File: src/rtl/readout_packetizer.sv
// ---------------------------------------------------------------------------
// readout_packetizer
//
// Purpose:
//   Sits downstream of the readout shift register. The shift register emits
//   an 8-bit sample stream that cannot be stalled, so every sample is first
//   captured in a small FIFO. Once PAYLOAD_LEN samples are buffered, a packet
//   is framed and sent to the packet router as a valid/ready byte stream:
//
//     SOF_BYTE | {CHAN_ID, seq[3:0]} | PAYLOAD_LEN data bytes | XOR checksum
//
//   The checksum is the XOR of the header byte and every payload byte. The
//   sequence number advances on each completed packet and wraps 15 -> 0.
//   Samples that arrive while the FIFO is full are dropped and counted.
//
// Ports:
//   clk         in   1        single clock, rising edge
//   rst         in   1        synchronous reset, active-high
//   in_data     in   8        sample byte from the shift register
//   in_valid    in   1        in_data valid this cycle (source cannot stall)
//   out_data    out  8        packet byte to the router (registered)
//   out_valid   out  1        out_data valid; high in every non-IDLE state
//   out_ready   in   1        router accepts out_data when out_valid is high
//   out_sof     out  1        high together with the SOF byte
//   out_eof     out  1        high together with the checksum byte
//   fifo_level  out  LVL_W    current FIFO occupancy (0..DEPTH)
//   drop_cnt    out  8        dropped-sample count, saturates at 255
//   busy        out  1        high whenever the framer is not idle
// ---------------------------------------------------------------------------
module readout_packetizer #(
    parameter int unsigned DEPTH       = 16,     // power of 2, >= PAYLOAD_LEN
    parameter int unsigned PAYLOAD_LEN = 8,      // 1..DEPTH
    parameter logic [7:0]  SOF_BYTE    = 8'hA5,
    parameter logic [3:0]  CHAN_ID     = 4'h0
) (
    input  logic                     clk,
    input  logic                     rst,
    input  logic [7:0]               in_data,
    input  logic                     in_valid,
    output logic [7:0]               out_data,
    output logic                     out_valid,
    input  logic                     out_ready,
    output logic                     out_sof,
    output logic                     out_eof,
    output logic [$clog2(DEPTH):0]   fifo_level,
    output logic [7:0]               drop_cnt,
    output logic                     busy
);

    // -----------------------------------------------------------------------
    // Derived sizes and constants
    // -----------------------------------------------------------------------
    localparam int unsigned PTR_W  = (DEPTH > 1) ? $clog2(DEPTH) : 1;
    localparam int unsigned LVL_W  = $clog2(DEPTH) + 1;
    localparam int unsigned BEAT_W = (PAYLOAD_LEN > 1) ? $clog2(PAYLOAD_LEN) : 1;

    localparam logic [LVL_W-1:0]  LVL_FULL  = LVL_W'(DEPTH);
    localparam logic [LVL_W-1:0]  LVL_PKT   = LVL_W'(PAYLOAD_LEN);
    localparam logic [PTR_W-1:0]  PTR_LAST  = PTR_W'(DEPTH - 1);
    localparam logic [BEAT_W-1:0] BEAT_LAST = BEAT_W'(PAYLOAD_LEN - 1);

    typedef enum logic [2:0] {
        ST_IDLE,
        ST_SOF,
        ST_HDR,
        ST_PAY,
        ST_CSUM
    } state_e;

    // -----------------------------------------------------------------------
    // State
    // -----------------------------------------------------------------------
    logic [7:0]        mem_q [DEPTH];

    logic [PTR_W-1:0]  wr_ptr_q,   wr_ptr_d;
    logic [PTR_W-1:0]  rd_ptr_q,   rd_ptr_d;
    logic [LVL_W-1:0]  level_q,    level_d;
    logic [7:0]        drop_cnt_q, drop_cnt_d;

    state_e            state_q,    state_d;
    logic [7:0]        data_q,     data_d;
    logic              sof_q,      sof_d;
    logic              eof_q,      eof_d;
    logic [7:0]        csum_q,     csum_d;
    logic [BEAT_W-1:0] beat_q,     beat_d;
    logic [3:0]        seq_q,      seq_d;

    // -----------------------------------------------------------------------
    // FIFO write side
    // The full decision uses the registered level only, so a pop in the same
    // cycle never makes room for an incoming sample.
    // -----------------------------------------------------------------------
    logic             wr_en;
    logic             drop;
    logic             rd_en;
    logic             handshake;
    logic [PTR_W-1:0] wr_ptr_nxt;
    logic [PTR_W-1:0] rd_ptr_nxt;
    logic [7:0]       hdr_byte;

    assign wr_en      = in_valid && (level_q < LVL_FULL);
    assign drop       = in_valid && !(level_q < LVL_FULL);

    // Explicit wrap keeps the pointers correct for any DEPTH, not only when
    // the pointer width happens to roll over naturally.
    assign wr_ptr_nxt = (wr_ptr_q == PTR_LAST) ? '0 : wr_ptr_q + PTR_W'(1);
    assign rd_ptr_nxt = (rd_ptr_q == PTR_LAST) ? '0 : rd_ptr_q + PTR_W'(1);

    assign handshake  = out_valid && out_ready;
    assign hdr_byte   = {CHAN_ID, seq_q};

    // NOTE: the sample storage has no reset. Occupancy is tracked by level_q,
    // so stale entries are never presented, and leaving the array out of the
    // reset lets it map onto plain RAM/register-file cells.
    always_ff @(posedge clk) begin
        if (wr_en) begin
            mem_q[wr_ptr_q] <= in_data;
        end
    end

    // -----------------------------------------------------------------------
    // FIFO pointer / level / drop counter next-state
    // -----------------------------------------------------------------------
    always_comb begin
        wr_ptr_d   = wr_ptr_q;
        rd_ptr_d   = rd_ptr_q;
        level_d    = level_q;
        drop_cnt_d = drop_cnt_q;

        if (wr_en) begin
            wr_ptr_d = wr_ptr_nxt;
        end
        if (rd_en) begin
            rd_ptr_d = rd_ptr_nxt;
        end

        // Simultaneous write and read leaves the occupancy unchanged.
        unique case ({wr_en, rd_en})
            2'b10:   level_d = level_q + LVL_W'(1);
            2'b01:   level_d = level_q - LVL_W'(1);
            default: level_d = level_q;
        endcase

        if (drop && (drop_cnt_q != 8'hFF)) begin
            drop_cnt_d = drop_cnt_q + 8'd1;
        end
    end

    // -----------------------------------------------------------------------
    // Framer FSM, next-state and registered output bytes
    // The output byte for a state is computed on the transition into it, so
    // out_data/out_sof/out_eof come straight from flops and cannot change
    // while the router is stalling.
    // -----------------------------------------------------------------------
    always_comb begin
        // NOTE: every signal written below is given its hold value first, so
        // no path through the case statement can infer a latch.
        state_d = state_q;
        data_d  = data_q;
        sof_d   = sof_q;
        eof_d   = eof_q;
        csum_d  = csum_q;
        beat_d  = beat_q;
        seq_d   = seq_q;
        rd_en   = 1'b0;

        unique case (state_q)
            ST_IDLE: begin
                if (level_q >= LVL_PKT) begin
                    state_d = ST_SOF;
                    data_d  = SOF_BYTE;
                    sof_d   = 1'b1;
                end
            end

            ST_SOF: begin
                if (handshake) begin
                    state_d = ST_HDR;
                    data_d  = hdr_byte;
                    sof_d   = 1'b0;
                    csum_d  = hdr_byte;
                end
            end

            ST_HDR: begin
                if (handshake) begin
                    state_d = ST_PAY;
                    data_d  = mem_q[rd_ptr_q];
                    beat_d  = '0;
                end
            end

            ST_PAY: begin
                if (handshake) begin
                    rd_en  = 1'b1;
                    csum_d = csum_q ^ data_q;
                    if (beat_q == BEAT_LAST) begin
                        state_d = ST_CSUM;
                        data_d  = csum_q ^ data_q;
                        eof_d   = 1'b1;
                    end else begin
                        // Look ahead one entry: the next payload byte is
                        // already buffered because the packet only started
                        // once PAYLOAD_LEN samples were present.
                        beat_d = beat_q + BEAT_W'(1);
                        data_d = mem_q[rd_ptr_nxt];
                    end
                end
            end

            ST_CSUM: begin
                if (handshake) begin
                    state_d = ST_IDLE;
                    data_d  = 8'h00;
                    eof_d   = 1'b0;
                    seq_d   = seq_q + 4'd1;  // 4-bit, wraps 15 -> 0
                end
            end

            default: begin
                state_d = ST_IDLE;
                data_d  = 8'h00;
                sof_d   = 1'b0;
                eof_d   = 1'b0;
            end
        endcase
    end

    // -----------------------------------------------------------------------
    // Control registers with synchronous reset
    // A reset mid-packet simply drops the framer back to IDLE with an empty
    // FIFO; the partial packet is abandoned without a checksum.
    // -----------------------------------------------------------------------
    always_ff @(posedge clk) begin
        if (rst) begin
            wr_ptr_q   <= '0;
            rd_ptr_q   <= '0;
            level_q    <= '0;
            drop_cnt_q <= 8'h00;
            state_q    <= ST_IDLE;
            data_q     <= 8'h00;
            sof_q      <= 1'b0;
            eof_q      <= 1'b0;
            csum_q     <= 8'h00;
            beat_q     <= '0;
            seq_q      <= 4'h0;
        end else begin
            wr_ptr_q   <= wr_ptr_d;
            rd_ptr_q   <= rd_ptr_d;
            level_q    <= level_d;
            drop_cnt_q <= drop_cnt_d;
            state_q    <= state_d;
            data_q     <= data_d;
            sof_q      <= sof_d;
            eof_q      <= eof_d;
            csum_q     <= csum_d;
            beat_q     <= beat_d;
            seq_q      <= seq_d;
        end
    end

    // -----------------------------------------------------------------------
    // Outputs
    // -----------------------------------------------------------------------
    assign out_valid  = (state_q != ST_IDLE);
    assign busy       = (state_q != ST_IDLE);
    assign out_data   = data_q;
    assign out_sof    = sof_q;
    assign out_eof    = eof_q;
    assign fifo_level = level_q;
    assign drop_cnt   = drop_cnt_q;

endmodule

File: config.mk
export PLATFORM = sky130hd
export DESIGN_NAME = readout_packetizer
export DESIGN_NICKNAME = d
export VERILOG_FILES = /design/src/rtl/readout_packetizer.sv
export SDC_FILE = /design/constraint.sdc
export NUM_CORES = 1
export LEC_CHECK = 0
export CORE_UTILIZATION = 45
export CTS_CLUSTER_DIAMETER = 60
export CTS_CLUSTER_SIZE = 16
export DETAILED_ROUTE_END_ITERATION = 6
export GPL_ROUTABILITY_DRIVEN = 0
export PLACE_DENSITY = 0.63
export SLEW_MARGIN = 20
export SYNTH_ARGS = -nofsm -noshare
export SYNTH_HDL_FRONTEND = slang
export SYNTH_SLANG_ARGS = --single-unit
File: constraint.sdc
create_clock -name clk -period 4.5 [get_ports clk]
set_clock_uncertainty 0.2 [all_clocks]
set_input_delay 1.125 -clock clk [delete_from_list [all_inputs] [get_ports clk]]
set_output_delay 1.125 -clock clk [all_outputs]
set_load 0.02 [all_outputs]
* After elaboration in Yosys (flattened, before gate mapping)
Memories as Yosys holds them, arrays and structs flattened. A register that Yosys moved wholly into a read port is not among the register bits.
Cells that the tools add are included.
** Word-level totals
- Memories kept :: 1
- Bits of input ports :: 12
- Bits in writable memories :: 128
- Flip-flop bits (word level) :: 49
- Word-level logic and storage cells :: 94
- Output and inout bits :: 25
** Memories
- mem_q :: depth 16, bits a word 8, rd ports 2, clocked after Yosys merged registers in 1, write ports 1, line 73 : logic [7:0] mem_q [DEPTH];
** Operators by class
- Reductions and logical operators :: 19
- $lt $le $gt $ge :: 2
- Eq/ne operators :: 17
- Multiplexer cells :: 34
- Bitwise logic cells :: 3
- Add/sub/neg operators :: 7
** Operator list (number)
- 8-bit 2-to-1 mux :: 7
- 8-bit case mux with 5 select lines :: 1
- 3-bit 2-to-1 mux :: 8
- 4-bit 2-to-1 mux :: 4
- 8-bit case mux with 2 select lines :: 1
- 3-bit case mux with 5 select lines :: 1
- 2-bit inequality test, second input constant :: 7
- 4-bit by 1-bit adder with 4-bit output, second input constant :: 3
- 5-bit case mux with 2 select lines :: 1
- 8-bit by 1-bit adder with 8-bit output, second input constant :: 1
- 4-bit equality test, second input constant :: 2
- 1-bit 2-to-1 mux :: 8
- 8-bit inequality test, second input constant :: 1
- 4-bit AND reduction :: 2
- 8-bit XOR :: 1
- 3-bit by 2-bit equality test with 1-bit output, second input constant :: 2
- 3-bit equality test, second input constant :: 2
- 1-bit case mux with 3 select lines :: 2
- 3-bit case mux with 2 select lines :: 1
- 3-bit AND reduction :: 2
- 6-bit AND reduction :: 1
- 2-bit nonzero test :: 3
- 3-bit OR reduction :: 2
- 5-bit by 1-bit adder with 5-bit output, second input constant :: 1
- 14 further kinds :: 18

* Depth between registers and ports, before layout
Gate-level depths: netlist (run 1).
- Depth after elaboration :: 6
- Gate-level depth with buffers :: 12
- Mapped depth without buffers :: 10

* Worst setup path after synthesis (run 1)
Ideal clock, no wire load.
- Path kind :: input to register
- From :: input out_ready
- To :: register level_q[4], in the netlist fifo_level[4]
- Required time :: 4.230 ns
- Path buffers :: 2
- Library setup time :: 0.070 ns
- Arrival time :: 3.463 ns
- Slack :: 0.767 ns
- Stages on the path :: 11
- Path through :: clkbuf_1 > nand4b_1 > clkbuf_1 > clkinv_1 > ha_1 > ha_1 > nor2b_1 > o21ai_0 > a21oi_1 > or4_1 > a21oi_1
** On the way
- Cells in the longest elaborated chain, start to end :: 5
- Elaborated cells on any way between the ends :: 7
- Classes of those cells :: 2 x eq/ne; 3 x mux; 2 x reduce/logical
** Ends and longest elaborated chain
- start: declaration :: line 42 : input logic out_ready,
- 1-bit logical AND * :: line 109 : assign handshake = out_valid && out_ready;
- 1-bit 2-to-1 mux * :: line 194 : if (handshake) begin
- 1-bit 2-to-1 mux * :: line 167 : unique case (state_q)
- via rd_en :: line 95 : logic rd_en;
- 2-bit by 1-bit equality test with 1-bit output / 2-bit equality test (equally long branches) :: line 138 : unique case ({wr_en, rd_en})
- 5-bit case mux with 2 select lines / 2-bit nonzero test (equally long branches)
- end signal: assignment :: line 250 : level_q <= level_d;
- end: declaration :: line 77 : logic [LVL_W-1:0] level_q, level_d;
The timed path passes the listed nets; every way through them passes the cells marked *.
A chain may end at the register's enable or synchronous reset.

* Worst setup path in the final report (run 1)
Same ends and word-level chain as after synthesis.

==> out/qor.yml, run 1 <==
pwr-share-clk_pct: 45.1
timing.fmax_mhz: 286
syn_nets: 677
num_vias: 5743
rsz0062_at_grt: "no"
worstSetupEndpointType: "flop"
crit_type: "primary input to flop"
cp-start-kind: "primary input"
clkLatencyLatePin_ps: 440
cts_setup_buffers: 0
hp-class: "flop to flop"
internal_power_uw: 2740
layout_common_cells: "128 x edfxtp_1, 61 x mux4_2, 56 x nor2_1"
avgViaCountPerCell: 5.97
worstPathMaxFanout: 4
die_area_um2: 20300
root_buffer: "clkbuf_16"
pwr-share-seq_pct: 51.9
layout_commonest_cell: "edfxtp_1"
power_uw: 3480
power_frac_comb_pct: 3.0
async_reset_ff_share_pct: 0
h-tree-depth: 4
avgSynthCellArea_um2: 13.6
hold_viol: 0
overflow: 0
die_w_um: 142
crit_chain: "clkdlybuf4s50_1, nand4b_1, clkinv_1, ha_1, inv_1, fa_1, nor2b_1, o21ai_0, and3_1, or4_1, a21oi_1"
grt_pass1_vias: 5774
status: "finished, final reports clean"
drive_gt1_share_pct: 20.1
io_pins: 37
ys.flop_type: "edfxtp_1"
finalCritPeriodShare_pct: 77.8
p_sw_uw: 748
swShare_pct: 21.5
grt_pass1_wl_um: 33000
die_y_um: 142
grt_antenna_before_repair: 0
clock_sinks: 181
initial_utilization_pct: 46.6
synth-seq-area-share_pct: 55.3
cts_tree: "done"
tns_ps: 0
ctsResizeCount: 0
grt_start_max_net_pins: 41
synth_seq_cells: 181
cts_buffers: 17
coreArea_um2: 19000
syn-instance-count: 651
worst_slack_ps: 999
ys_warn_count: 0
cpPeakStageDelay_ps: 490
peakVddDrop_uv: 209
drt_iter0_markers: 569
slowest_stage: "clkdlybuf4s50_1"
rows: 50
cap_violations: 0
slew-limit-headroom_pct: 18.9
clockBufferDepth: 2
cts.clk_slew.worst_paths_ps: 70
dp_worst_setup_slack_ps: 611
num_antenna_cells: 0
worst_pin_slew_ps: 1210
setup_viol: 0
synth-edff-count: 128
portBuffers: 36
dr.pass1.iters: 5
drc: 0
totalWireLength_um: 20800
min_period_ps: 3500
cts_hold_buffers: 0
power.leakage_uw: 0.00329
hpwl_um: 14300
syn_to_final_growth_pct: 14.9
layout.nets: 715
cp.required_ps: 4660
power_density_nw_per_um2: 342
slew_viol_final: 0
worstPathArrival_ps: 3660
synth_cell_type_count: 59
drt.antenna.violating_nets: 0
grt_util_all_layers_pct: 22.0
post_drt_wl_per_cell_um: 21.6
syn_area_um2: 8870
[area by class of cell]
| class | instances | area (um2) |
|---|---|---|
| well taps | 260 | 325 |
| inverters | 16 | 60.1 |
| multi-input cells | 408 | 3700 |
| clock buffers | 18 | 429 |
| clock inverters | 14 | 190 |
| flip-flops and latches | 181 | 4910 |
| repair buffers | 65 | 573 |
| fillers | 1560 | 8830 |
[stage by stage]
step	utilization (%)	hold WS (ps)	area [um2]	std cells
6_report	53.6	266	10200	962
5_1_grt	53.6	292	10200	962
4_1_cts	53.6	272	10200	962
3_5_place_dp	50.3	262	9570	930
3_3_place_gp	50.3	244	9570	930
2_1_floorplan	-	236	8870	651
[worst max-delay path: cells and delay by family]
family                     cells  cell delay (ps)
buffers and inverters          3              710
and+or+nand+nor                4              910
AOI/OAI and AO/OA              2              280
adders and majority gates      2              630
[synthesized netlist by cell type (13+ instances only)]
master    number  share of area [%]
edfxtp_1     128                 43
mux4_2        61                 15
nor2_1        56                2.4
dfxtp_1       53                 12
a21oi_1       30                1.7
clkbuf_1      25                1.1
o21ai_0       25                1.4
nand2_1       24                1.0
mux2i_1       19                2.1
inv_1         15               0.63
ha_1          13                1.8
nand3_1       13               0.73
nor3_1        13               0.73
xor2_1        13                1.3
[logic make-up after synthesis]
| family | synth area share (%) |
|---|---|
| AO/OA/AOI/OAI | 8.54 |
| buffers and inverters | 3.09 |
| AND/OR/NAND/NOR | 9.28 |
| adder cells (fa/ha/maj) | 2.06 |
| flip-flops | 55.3 |
| multiplexers | 19.0 |
| XOR/XNOR | 2.68 |
[state kept, by name, indices dropped and copies added (netlist names), 3 cells and up, named ones only]
register and count:
mem_q 128, csum_q 8, drop_cnt 8, out_data 8, fifo_level 5, rd_ptr_q 4
seq_q 4, wr_ptr_q 4, beat_q 3, state_q 3
[metal layers]
| metal | up-vias | wire, um | track usage [%] |
|---|---|---|---|
| met4 | 0 | 531 | 7.92 |
| li1 | 2623 | - | - |
| met5 | - | 0 | 0 |
| met1 | 2888 | 8820 | 29.1 |
| met2 | 193 | 10100 | 36.2 |
| met3 | 39 | 1280 | 4.27 |
[worst paths after layout]
kind,slack [ps],cells after the start,from,endpoint
max,1000,11,out_ready,fifo_level[4]
min,270,2,beat_q[2],beat_q[2]
max reg2reg,1080,6,rd_ptr_q[0],out_data[3]
min reg2reg,270,2,beat_q[2],beat_q[2]
[power groups by stage]
stage          clock network (uW)  registers, uW  logic (uW)
2_1_floorplan                   0           1850        50.6
3_3_place_gp                    0           1840         102
3_5_place_dp                    0           1850         105
4_1_cts                      1590           1810         106
5_1_grt                      1660           1810         115
6_report                     1570           1810         105
Power figures use the tool's default switching activity.
==> inputs of run 2 (changes only) <==
--- a/config.mk
+++ b/config.mk
@@ -10,7 +10,7 @@
 export CTS_CLUSTER_SIZE = 16
 export DETAILED_ROUTE_END_ITERATION = 6
 export GPL_ROUTABILITY_DRIVEN = 0
-export PLACE_DENSITY = 0.63
+export PLACE_DENSITY = 0.65
 export SLEW_MARGIN = 20
 export SYNTH_ARGS = -nofsm -noshare
 export SYNTH_HDL_FRONTEND = slang
==> constraint.sdc (replaced) <==
create_clock -name clk -period 3.19 [get_ports clk]
set_clock_uncertainty 0.2 [all_clocks]
set_input_delay 0.7975 -clock clk [delete_from_list [all_inputs] [get_ports clk]]
set_output_delay 0.7975 -clock clk [all_outputs]
set_load 0.02 [all_outputs]
==> run 2 against run 1 <==
Compared with the run above:
- clock power up 31%
- hold slack better by 1.0 ps
- largest power group unchanged
- combinational power increased by 49%
- sequential share of layout area down 0.83 points
- global-route usage rose by 1.8 points
- die area unchanged
- register-to-register slack worse by 780 ps
- clock-buffer cell count fell by 1
- final cell count rose by 2.5%
- final area increased by 1.7%
- worst setup slack got worse by 810 ps
==> out/qor.yml, run 2 (synthesis gave the netlist of run 1 again) <==
dr.pass1.iters: 6
grt_pass1_wl_um: 35200
drc: 0
hpwl_um: 16000
post_drt_wl_per_cell_um: 22.9
dp_worst_setup_slack_ps: -340
finish.utilization_pct: 54.5
tns_ps: 0
layout.nets: 739
crit_type: "primary input to flop"
largest_reg_flops: 128
drive_gt1_share_pct: 23.1
slew-limit-headroom_pct: 50.6
clockBufferDepth: 2
cts_tree: "done"
worst_hold_slack_ps: 267
die_w_um: 142
cts_buffers: 17
slew_viol_final: 0
grt_util_all_layers_pct: 23.8
coreArea_um2: 19000
hp-class: "flop to flop"
ctsResizeCount: 0
layout_common_cells: "128 x edfxtp_1, 61 x mux4_2, 56 x nor2_1"
h-tree-depth: 4
power_density_nw_per_um2: 460
initial_utilization_pct: 46.6
worst_pin_slew_ps: 735
worstSetupEndpointType: "flop"
top_register: "mem_q"
finalCritPeriodShare_pct: 94.2
clock_sinks: 181
cp-start-kind: "primary input"
power_uw: 4760
status: "finished, final reports clean"
cpPeakStageDelay_ps: 480
num_antenna_cells: 0
power.leakage_uw: 0.00341
io_pins: 37
cp.required_ps: 3350
drt.antenna.violating_nets: 0
grt_pass1_vias: 5936
min_period_ps: 3010
grt_start_max_net_pins: 43
cap_violations: 0
worstPathArrival_ps: 3170
overflow: 0
portBuffers: 36
totalWireLength_um: 22600
num_vias: 6003
die_y_um: 142
drt_iter0_markers: 545
worstPathMaxFanout: 3
slowest_stage: "clkdlybuf4s50_1"
grt_antenna_before_repair: 0
hold_viol: 0
cts_hold_buffers: 0
setup_viol: 0
cts_setup_buffers: 0
root_buffer: "clkbuf_16"
rows: 50
peakVddDrop_uv: 369
layout_commonest_cell: "edfxtp_1"
die_area_um2: 20300
worst_slack_ps: 184
syn_to_final_growth_pct: 16.9
crit_chain: "clkdlybuf4s50_1, nand4b_1, clkinv_2, ha_2, inv_1, fa_1, nor2b_2, o21ai_1, and3_1, or4_1, a21oi_1"
rsz0062_at_grt: "no"
timing.fmax_mhz: 333
fillers: 1598
cts.clk_slew.worst_paths_ps: 70
avgViaCountPerCell: 6.09
clkLatencyLatePin_ps: 430
-- run 2: cell types whose count changed in the layout (fill, tap and decap cells not counted), sizes merged --
cell / change
buf: +24
clkinv: +4
inv: -1
bufinv: -3
clkinvlp: +1
clkbuf: -1
-- run 2: power by group --
| group | switching (uW) | internal, uW | leakage [uW] |
|---|---|---|---|
| Sequential | 15.3 | 2540 | 0.00158 |
| Combinational | 93.0 | 63.3 | 0.00155 |
| Clock | 1010 | 1050 | 0.000282 |
-- run 2: area by class of cell --
type                            count  area, um2  share of cell area (%)
Sequential cell                   181       4910                    47.3
Multi-Input combinational cell    408       3710                    35.8
Timing Repair Buffer               89        778                    7.51
Clock buffer                       17        425                    4.10
Tap cell                          260        325                    3.14
Clock inverter                     15        160                    1.55
Inverter                           16       61.3                   0.592
-- run 2: critical path, delay by kind of cell --
family	cells	cell delay (ps)
adder cells (fa/ha/maj)	2	580
AND/OR/NAND/NOR	4	910
AO/OA/AOI/OAI	2	240
buffers and inverters	3	640
-- run 2: per-layer routing --
metal,GRT usage (%),vias to the layer above,share of wire [%]
li1,-,2676,-
met1,32.6,3057,42
met2,39.1,247,50
met3,4.27,23,6.4
met4,6.28,0,1.4
met5,0,-,0
-- run 2: path summary, 6_finish.rpt --
kind / startpoint / cells after the start / slack (ps) / endpoint
setup / recovery: out_ready / 11 / 180 / fifo_level[4]
hold / removal: beat_q[2] / 2 / 270 / beat_q[2]
setup reg to reg: rd_ptr_q[1] / 7 / 300 / out_data[6]
hold reg to reg: beat_q[2] / 2 / 270 / beat_q[2]
-- run 2: through the flow --
step	instance area [um2]	cells
after CTS	10400	986
final	10400	986
after global routing	10400	986
after floorplan	8880	651
after global placement	9780	954
after detailed placement	9780	954
